[src/rtl/spi_ram_ctrl_if.sv]
// rtl/spi_ram_ctrl_if.sv - frame/handshake bundle between the SPI slave and spi_ram_ctrl
//
// Signals:
//   rx_valid  frame-complete level from the SPI slave
//   rx_data   received frame: [RX-1 -: CTRL_WIDTH] opcode, [FRAME_WIDTH-1:0] payload
//   tx_valid  read byte available to the slave
//   tx_data   read byte
//   busy      controller not idle
//   cmd_err   sticky dropped-command flag
// Modports: master = SPI slave side, slave = spi_ram_ctrl side.
interface spi_ram_ctrl_if #(
    parameter int FRAME_WIDTH = 8,
    parameter int CTRL_WIDTH  = 2
);
    localparam int RX_FRAME_WIDTH = FRAME_WIDTH + CTRL_WIDTH;

    logic                      rx_valid;
    logic [RX_FRAME_WIDTH-1:0] rx_data;
    logic                      tx_valid;
    logic [FRAME_WIDTH-1:0]    tx_data;
    logic                      busy;
    logic                      cmd_err;

    modport master (
        output rx_valid, rx_data,
        input  tx_valid, tx_data, busy, cmd_err
    );

    modport slave (
        input  rx_valid, rx_data,
        output tx_valid, tx_data, busy, cmd_err
    );
endinterface

[src/rtl/spi_ram_ctrl.sv]
// rtl/spi_ram_ctrl.sv - SPI frame command sequencer in front of an on-chip byte memory
//
// Decodes each received frame (2-bit opcode + payload) on the rising edge of
// rx_valid, maintains write/read address pointers, writes the memory and
// fetches bytes for the slave to shift out.
//
// Ports:
//   clk    clock, rising edge
//   rst_n  synchronous active-low reset
//   bus    spi_ram_ctrl_if.slave: rx_valid/rx_data in, tx_valid/tx_data/busy/cmd_err out
//
// Optional feature: define SPI_RAM_AUTOINC_EN to post-increment wr_addr after
// every WR_DATA and rd_addr after every fetch (wrapping modulo MEM_DEPTH).
module spi_ram_ctrl #(
    parameter int FRAME_WIDTH    = 8,
    parameter int CTRL_WIDTH     = 2,
    parameter int RX_FRAME_WIDTH = FRAME_WIDTH + CTRL_WIDTH,
    parameter int MEM_DEPTH      = 256,
    parameter int ADDR_WIDTH     = $clog2(MEM_DEPTH),
    parameter int TX_HOLD        = FRAME_WIDTH + 1
) (
    input  logic          clk,
    input  logic          rst_n,
    spi_ram_ctrl_if.slave bus
);

    localparam int HOLD_W = (TX_HOLD > 1) ? $clog2(TX_HOLD) : 1;

    localparam logic [1:0] OP_WR_ADDR = 2'b00;
    localparam logic [1:0] OP_WR_DATA = 2'b01;
    localparam logic [1:0] OP_RD_ADDR = 2'b10;
    localparam logic [1:0] OP_RD_DATA = 2'b11;

    typedef enum logic [1:0] {
        S_IDLE  = 2'd0,
        S_FETCH = 2'd1,
        S_HOLD  = 2'd2
    } state_t;

    state_t                  r_state;
    logic                    r_rx_valid_q;
    logic [ADDR_WIDTH-1:0]   r_wr_addr;
    logic [ADDR_WIDTH-1:0]   r_rd_addr;
    logic [HOLD_W-1:0]       r_hold_cnt;
    logic [FRAME_WIDTH-1:0]  r_tx_data;
    logic                    r_tx_valid;
    logic                    r_busy;
    logic                    r_cmd_err;
    logic [FRAME_WIDTH-1:0]  r_mem [MEM_DEPTH];

    logic                    w_detect;
    logic [1:0]              w_opcode;
    logic [FRAME_WIDTH-1:0]  w_payload;
    logic [ADDR_WIDTH-1:0]   w_addr;
    logic                    w_mem_we;

    // A frame is acted on only at the 0->1 transition of rx_valid, so a level
    // held high by the slave never re-executes.
    assign w_detect  = bus.rx_valid & ~r_rx_valid_q;
    assign w_opcode  = bus.rx_data[RX_FRAME_WIDTH-1 -: 2];
    assign w_payload = bus.rx_data[FRAME_WIDTH-1:0];
    assign w_addr    = w_payload[ADDR_WIDTH-1:0];
    assign w_mem_we  = w_detect && (r_state == S_IDLE) && (w_opcode == OP_WR_DATA);

    // Memory contents survive reset; only writes are suppressed while in reset.
    always_ff @(posedge clk) begin
        if (rst_n && w_mem_we) begin
            r_mem[r_wr_addr] <= w_payload;
        end
    end

    always_ff @(posedge clk) begin
        if (!rst_n) begin
            r_state      <= S_IDLE;
            r_rx_valid_q <= 1'b0;
            r_wr_addr    <= '0;
            r_rd_addr    <= '0;
            r_hold_cnt   <= '0;
            r_tx_data    <= '0;
            r_tx_valid   <= 1'b0;
            r_busy       <= 1'b0;
            r_cmd_err    <= 1'b0;
        end else begin
            r_rx_valid_q <= bus.rx_valid;

            case (r_state)
                S_IDLE: begin
                    if (w_detect) begin
                        case (w_opcode)
                            OP_WR_ADDR: r_wr_addr <= w_addr;
                            OP_WR_DATA: begin
`ifdef SPI_RAM_AUTOINC_EN
                                r_wr_addr <= r_wr_addr + ADDR_WIDTH'(1);
`endif
                            end
                            OP_RD_ADDR: r_rd_addr <= w_addr;
                            OP_RD_DATA: begin
                                r_state <= S_FETCH;
                                r_busy  <= 1'b1;
                            end
                            default: ;
                        endcase
                    end
                end

                S_FETCH: begin
                    r_tx_data  <= r_mem[r_rd_addr];
`ifdef SPI_RAM_AUTOINC_EN
                    r_rd_addr  <= r_rd_addr + ADDR_WIDTH'(1);
`endif
                    r_hold_cnt <= HOLD_W'(TX_HOLD - 1);
                    r_tx_valid <= 1'b1;
                    r_state    <= S_HOLD;
                end

                S_HOLD: begin
                    // hold_cnt runs TX_HOLD-1 .. 0, giving TX_HOLD cycles of tx_valid.
                    if (r_hold_cnt == '0) begin
                        r_tx_valid <= 1'b0;
                        r_busy     <= 1'b0;
                        r_state    <= S_IDLE;
                    end else begin
                        r_hold_cnt <= r_hold_cnt - HOLD_W'(1);
                    end
                end

                default: begin
                    r_tx_valid <= 1'b0;
                    r_busy     <= 1'b0;
                    r_state    <= S_IDLE;
                end
            endcase

            // A frame arriving while a read is in flight is dropped, not queued.
            if (w_detect && (r_state != S_IDLE)) begin
                r_cmd_err <= 1'b1;
            end
        end
    end

    assign bus.tx_valid = r_tx_valid;
    assign bus.tx_data  = r_tx_data;
    assign bus.busy     = r_busy;
    assign bus.cmd_err  = r_cmd_err;

endmodule

[src/flat_wrapper.sv]
// flat-port wrapper written by rule: the top's interface ports become plain ports
module spi_ram_ctrl_flat 
#(
    parameter int FRAME_WIDTH    = 8,
    parameter int CTRL_WIDTH     = 2,
    parameter int RX_FRAME_WIDTH = FRAME_WIDTH + CTRL_WIDTH,
    parameter int MEM_DEPTH      = 256,
    parameter int ADDR_WIDTH     = $clog2(MEM_DEPTH),
    parameter int TX_HOLD        = FRAME_WIDTH + 1
)
  (clk, rst_n, bus_rx_valid, bus_rx_data, bus_tx_valid, bus_tx_data, bus_busy, bus_cmd_err);
  spi_ram_ctrl_if #(.FRAME_WIDTH(FRAME_WIDTH), .CTRL_WIDTH(CTRL_WIDTH)) bus_i ();
  input  logic clk;
  input  logic rst_n;
  input wire logic [$bits(bus_i.rx_valid)-1:0] bus_rx_valid;
  input wire logic [$bits(bus_i.rx_data)-1:0] bus_rx_data;
  output wire logic [$bits(bus_i.tx_valid)-1:0] bus_tx_valid;
  output wire logic [$bits(bus_i.tx_data)-1:0] bus_tx_data;
  output wire logic [$bits(bus_i.busy)-1:0] bus_busy;
  output wire logic [$bits(bus_i.cmd_err)-1:0] bus_cmd_err;
  assign bus_i.rx_valid = bus_rx_valid;
  assign bus_i.rx_data = bus_rx_data;
  assign bus_tx_valid = bus_i.tx_valid;
  assign bus_tx_data = bus_i.tx_data;
  assign bus_busy = bus_i.busy;
  assign bus_cmd_err = bus_i.cmd_err;
  spi_ram_ctrl #(.FRAME_WIDTH(FRAME_WIDTH), .CTRL_WIDTH(CTRL_WIDTH), .RX_FRAME_WIDTH(RX_FRAME_WIDTH), .MEM_DEPTH(MEM_DEPTH), .ADDR_WIDTH(ADDR_WIDTH), .TX_HOLD(TX_HOLD)) u_core (.clk(clk), .rst_n(rst_n), .bus(bus_i));
endmodule
[config.mk]
export PLATFORM = sky130hd
export DESIGN_NAME = spi_ram_ctrl_flat
export DESIGN_NICKNAME = d
export VERILOG_FILES = /design/src/rtl/spi_ram_ctrl_if.sv /design/src/rtl/spi_ram_ctrl.sv /design/src/flat_wrapper.sv
export SDC_FILE = /design/constraint.sdc
export NUM_CORES = 2
export LEC_CHECK = 0
export BUFFER_PORTS_ARGS = -buffer_cell sky130_fd_sc_hd__buf_2
export CAP_MARGIN = 10
export CORE_MARGIN = 2
export CORE_UTILIZATION = 30
export DETAILED_ROUTE_END_ITERATION = 8
export PLACE_DENSITY_LB_ADDON = 0.2
export SYNTH_ARGS = -nofsm -noshare
export SYNTH_HDL_FRONTEND = slang
export SYNTH_SLANG_ARGS = --single-unit
[constraint.sdc]
create_clock -name clk -period 3.37 [get_ports clk]
set_clock_uncertainty 0.2 [all_clocks]
set_input_delay 0.5055 -clock clk [delete_from_list [all_inputs] [get_ports clk]]
set_output_delay 0.5055 -clock clk [all_outputs]
set_load 0.05 [all_outputs]
==> results.md <==
- Status: complete, but fails checks
- Failing checks: setup timing
- Io pins: 24
- Clock tree buffer depth: 3
- Total chip power: 53200 uW
- CP endpoint kind: register
- Final setup margin: -0.0806 ns
- Maximum net fanout on the critical path: 17
- Maximum VDD drop: slightly above 0.5 mV
- Seq/Total Area, Yosys: 76.6%
- Layout cells sized above 1: between 30% and 40%
- Max cap viols: 0
- TritonCTS clock tree: done
- Total gr overflow: 0
- Avg WL per Cell: 28.2 microns
- Area growth from synthesis to layout: 20.7%
- Hold Violations, Final: 0
- Setup total negative slack: -0.0806 ns
- Largest net degree at the start of global routing: around 100
- Worst min path class: primary input to register
- Vias in the first global route: roughly 43000
- Cell area after layout: 98000 sq um
- H-tree Lvls: 4
- R2r worst-path depth: 8
- Multi-input gate area: 17500 sq um
- Hold depth: 3
- Post-synth EDFFs: about 2000
- Mapped Area: 81100 sq um
- Num Clock Sinks: 2082
- Fin crit share: 102%
- Worst hold path startpoint: bus_rx_valid
- Final HPWL DP: roughly 160 mm
- Cells after synthesis: approximately 4000
- Worst-case hold path end point: u_core.r_rx_valid_q$_SDFF_PN0_
- Die Wd: 524 microns
- Clk slew on worst S/H paths: around 0.06 ns
- P_leak: 0.0306 uW
- Worst R2R End: u_core.bus.tx_data[7]$_SDFFE_PN0P_
- Fmax: 290 MHz
- Post-Syn Nets: 3981
- Root buf cell: clkbuf_16
- Async SR Flop Fraction: 0%
- Rel. slew slack: 28.5%
- YS warnings: 0
- Final #Nets: 4741
- Distinct cells, synth: 71
- First-pass GRT wire length: around 330 mm
- Slowest stage cell, crit path: o211ai_1
- Initial antenna violation count: 12
- Drt via density: 4.98
- CP startpoint kind: register
- RSZ-0062 raised after global routing: yes
- Mapped Avg Cell Area: 20.4 sq um
- Slew Limit Fails: 0
- Core Area: 268000 sq um
- Global placement routability congestion: 0.808
- Final WL: between 200 and 250 mm
- Flop2flop setup slack: -0.08 ns
- Pwr/cell area: 543 nW/um^2
- Antenna Nets Post-Route: 0
- Flops & latches, synth: 2082
- Final setup fails: 1
- Dominant synthesized flop cell: edfxtp_1
- DR iter-0 viols: between 4000 and 5000
- Port bufs: 23
- Vias: 42100
- Die height: 524 microns
- First drt pass iteration count: 5
- Die ar.: 275000 sq um
- Residual DRC: 0
- Crit-path cells: buf_12 -> buf_16 -> mux4_2 -> mux4_2 -> o21ai_4 -> a31oi_2 -> o211ai_1 -> o211ai_1
- FP Rows: 190
- Initial core utilization: 30.2%
- Sequential Area: 62200 sq um
- Placed cell area: 90600 sq um
- R2R Path Start: u_core.r_rd_addr[1]$_SDFFE_PN0P_
- WS Path Type: register to register
- Latest clock arrival within the worst-skew pair: 0.86 ns
- Hold WS: roughly 0.21 ns
- Number of fill cells: around 25000
- Actual slew at the worst max-slew pin: between 1 and 1.5 ns
- Worst Path Arrival: between 3 and 4 ns
- GRT Util Overall: 17.2%
- Fin crit period: 3.45 ns
- TritonCTS buffer count: 219
- Worst Path Required: 3.87 ns
- CP max stage delay: roughly 0.68 ns
[what timing repair did]
action                                 in CTS  in global routing
resized for setup                          30                 12
setup endpoints to repair                   7                  8
cloned                                      1                  2
pin swaps                                   2                  4
setup buffers                               8                  7
hold buffers                               14                  0
endpoints found under the hold margin     266                  0
[Yosys cell counts (3+ instances only)]
library cell	number	area (sq um)
edfxtp_1	2048	61500
mux4_2	390	8780
nor2_1	301	1130
mux2i_1	269	2690
nand2_1	100	375
clkbuf_1	96	360
o22ai_1	80	500
o221ai_1	48	420
a22oi_1	46	345
buf_2	45	225
a21oi_1	42	210
nand3_1	42	210
buf_6	39	439
nor2b_1	37	231
dfxtp_1	34	681
a211oi_1	33	248
o21ai_0	31	155
nor3_1	29	145
a2111oi_0	22	193
buf_4	22	165
mux4_1	20	526
and2_1	19	119
nor4_1	15	93.8
a31oi_1	14	87.6
a22o_1	12	105
buf_12	12	240
buf_1	11	41.3
a211o_1	9	78.8
o211ai_1	9	67.6
buf_8	8	120
nand4_1	6	37.5
a221oi_1	5	43.8
nand2b_1	5	31.3
and3_1	4	25.0
inv_1	4	15.0
o2111ai_1	4	35.0
or3_1	4	25.0
clkbuf_4	3	22.5
nand3b_1	3	22.5
o21ai_1	3	15.0
o22a_1	3	26.3
o31ai_1	3	22.5
[layout by cell type (no fill, tap or decap), types with 14 or more instances in the layout]
cell	n
nand2_1	98
mux4_2	390
buf_4	651
nand3_1	38
a21oi_1	39
a211oi_1	32
clkinv_1	52
clkinv_2	40
dlygate4sd3_1	14
dfxtp_1	30
buf_2	15
buf_12	76
a22oi_1	45
edfxtp_1	2048
o221ai_1	48
o21ai_0	30
nor2b_1	35
nor2_1	298
clkbuf_1	49
a2111oi_0	16
o22ai_1	80
mux2i_1	268
mux4_1	20
and2_1	18
clkbuf_16	223
nor3_1	27
[cell type report]
class,count,area share [%]
Multi-Input combinational cell,1641,17.9
Clock inverter,128,1.03
Tap cell,3552,4.54
Timing Repair Buffer,777,7.17
Clock buffer,273,5.88
Sequential cell,2082,63.5
Antenna cell,2,0.00511
Inverter,6,0.0255
[kinds of logic after synthesis]
group / after synthesis / synth area share (%)
AOI/OAI and AO/OA: 384 / 3.38
xor gates and xnor gates: 1 / 0.0108
muxes: 680 / 14.8
buffers and inverters: 244 / 2.03
DFF: 2082 / 76.6
adders and majority gates: 1 / 0.0154
and+or+nand+nor: 575 / 3.11
[per-stage QoR]
| step | setup WS (ns) | utilization (%) | instances |
|---|---|---|---|
| 2_1_floorplan | 0.496 | - | 3967 |
| 3_3_place_gp | -0.439 | 33.8 | 8026 |
| 3_5_place_dp | -0.405 | 33.8 | 8026 |
| 4_1_cts | -0.0239 | 36.4 | 8450 |
| 5_1_grt | -0.0416 | 36.5 | 8460 |
| 6_report | -0.0806 | 36.5 | 8461 |
[per-layer routing]
metal	global-route usage (%)	routed length [microns]	up-vias
met4	4.23	5600	0
met2	28.2	116000	1144
met5	0	0	-
met1	23.9	106000	22600
li1	-	-	18000
met3	2.55	11500	301
[flip-flops by register name, indices dropped and copies added, names as in the netlist]
| signal | cells |
|---|---|
| u_core.r_rd_addr | 8 |
| u_core.bus.tx_data | 8 |
| u_core.r_wr_addr | 8 |
| u_core.r_mem | 2048 |
| u_core.r_hold_cnt | 4 |
| u_core.r_state | 2 |
| u_core.r_rx_valid_q | 1 |
| u_core.bus.busy | 1 |
| u_core.bus.tx_valid | 1 |
| u_core.bus.cmd_err | 1 |
[critical path, delay by kind of cell, from the launching register on]
kind	cells	cell delay (ns)
compound gates	4	1.16
buf+inv	2	0.48
flops	1	0.48
mux	2	0.91
[power by group]
part	internal [uW]	leakage, uW	switching (uW)
combinational	625	0.00862	1200
clock	12700	0.00329	10200
sequential	28400	0.0187	22.6
total	41800	0.0306	11400
[worst max-delay path by stage]
stage                                          start                                 end  cells past startpoint
floorplan                               bus_rx_valid      u_core.r_mem[220][0]$_DFFE_PP_                      8
global placement    u_core.r_rd_addr[0]$_SDFFE_PN0P_  u_core.bus.tx_data[7]$_SDFFE_PN0P_                     10
detailed placement  u_core.r_rd_addr[0]$_SDFFE_PN0P_  u_core.bus.tx_data[7]$_SDFFE_PN0P_                     10
CTS                 u_core.r_rd_addr[0]$_SDFFE_PN0P_  u_core.bus.tx_data[7]$_SDFFE_PN0P_                      8
global route        u_core.r_rd_addr[0]$_SDFFE_PN0P_  u_core.bus.tx_data[7]$_SDFFE_PN0P_                     10
finish              u_core.r_rd_addr[1]$_SDFFE_PN0P_  u_core.bus.tx_data[7]$_SDFFE_PN0P_                      8
Power figures use the tool's default switching activity.
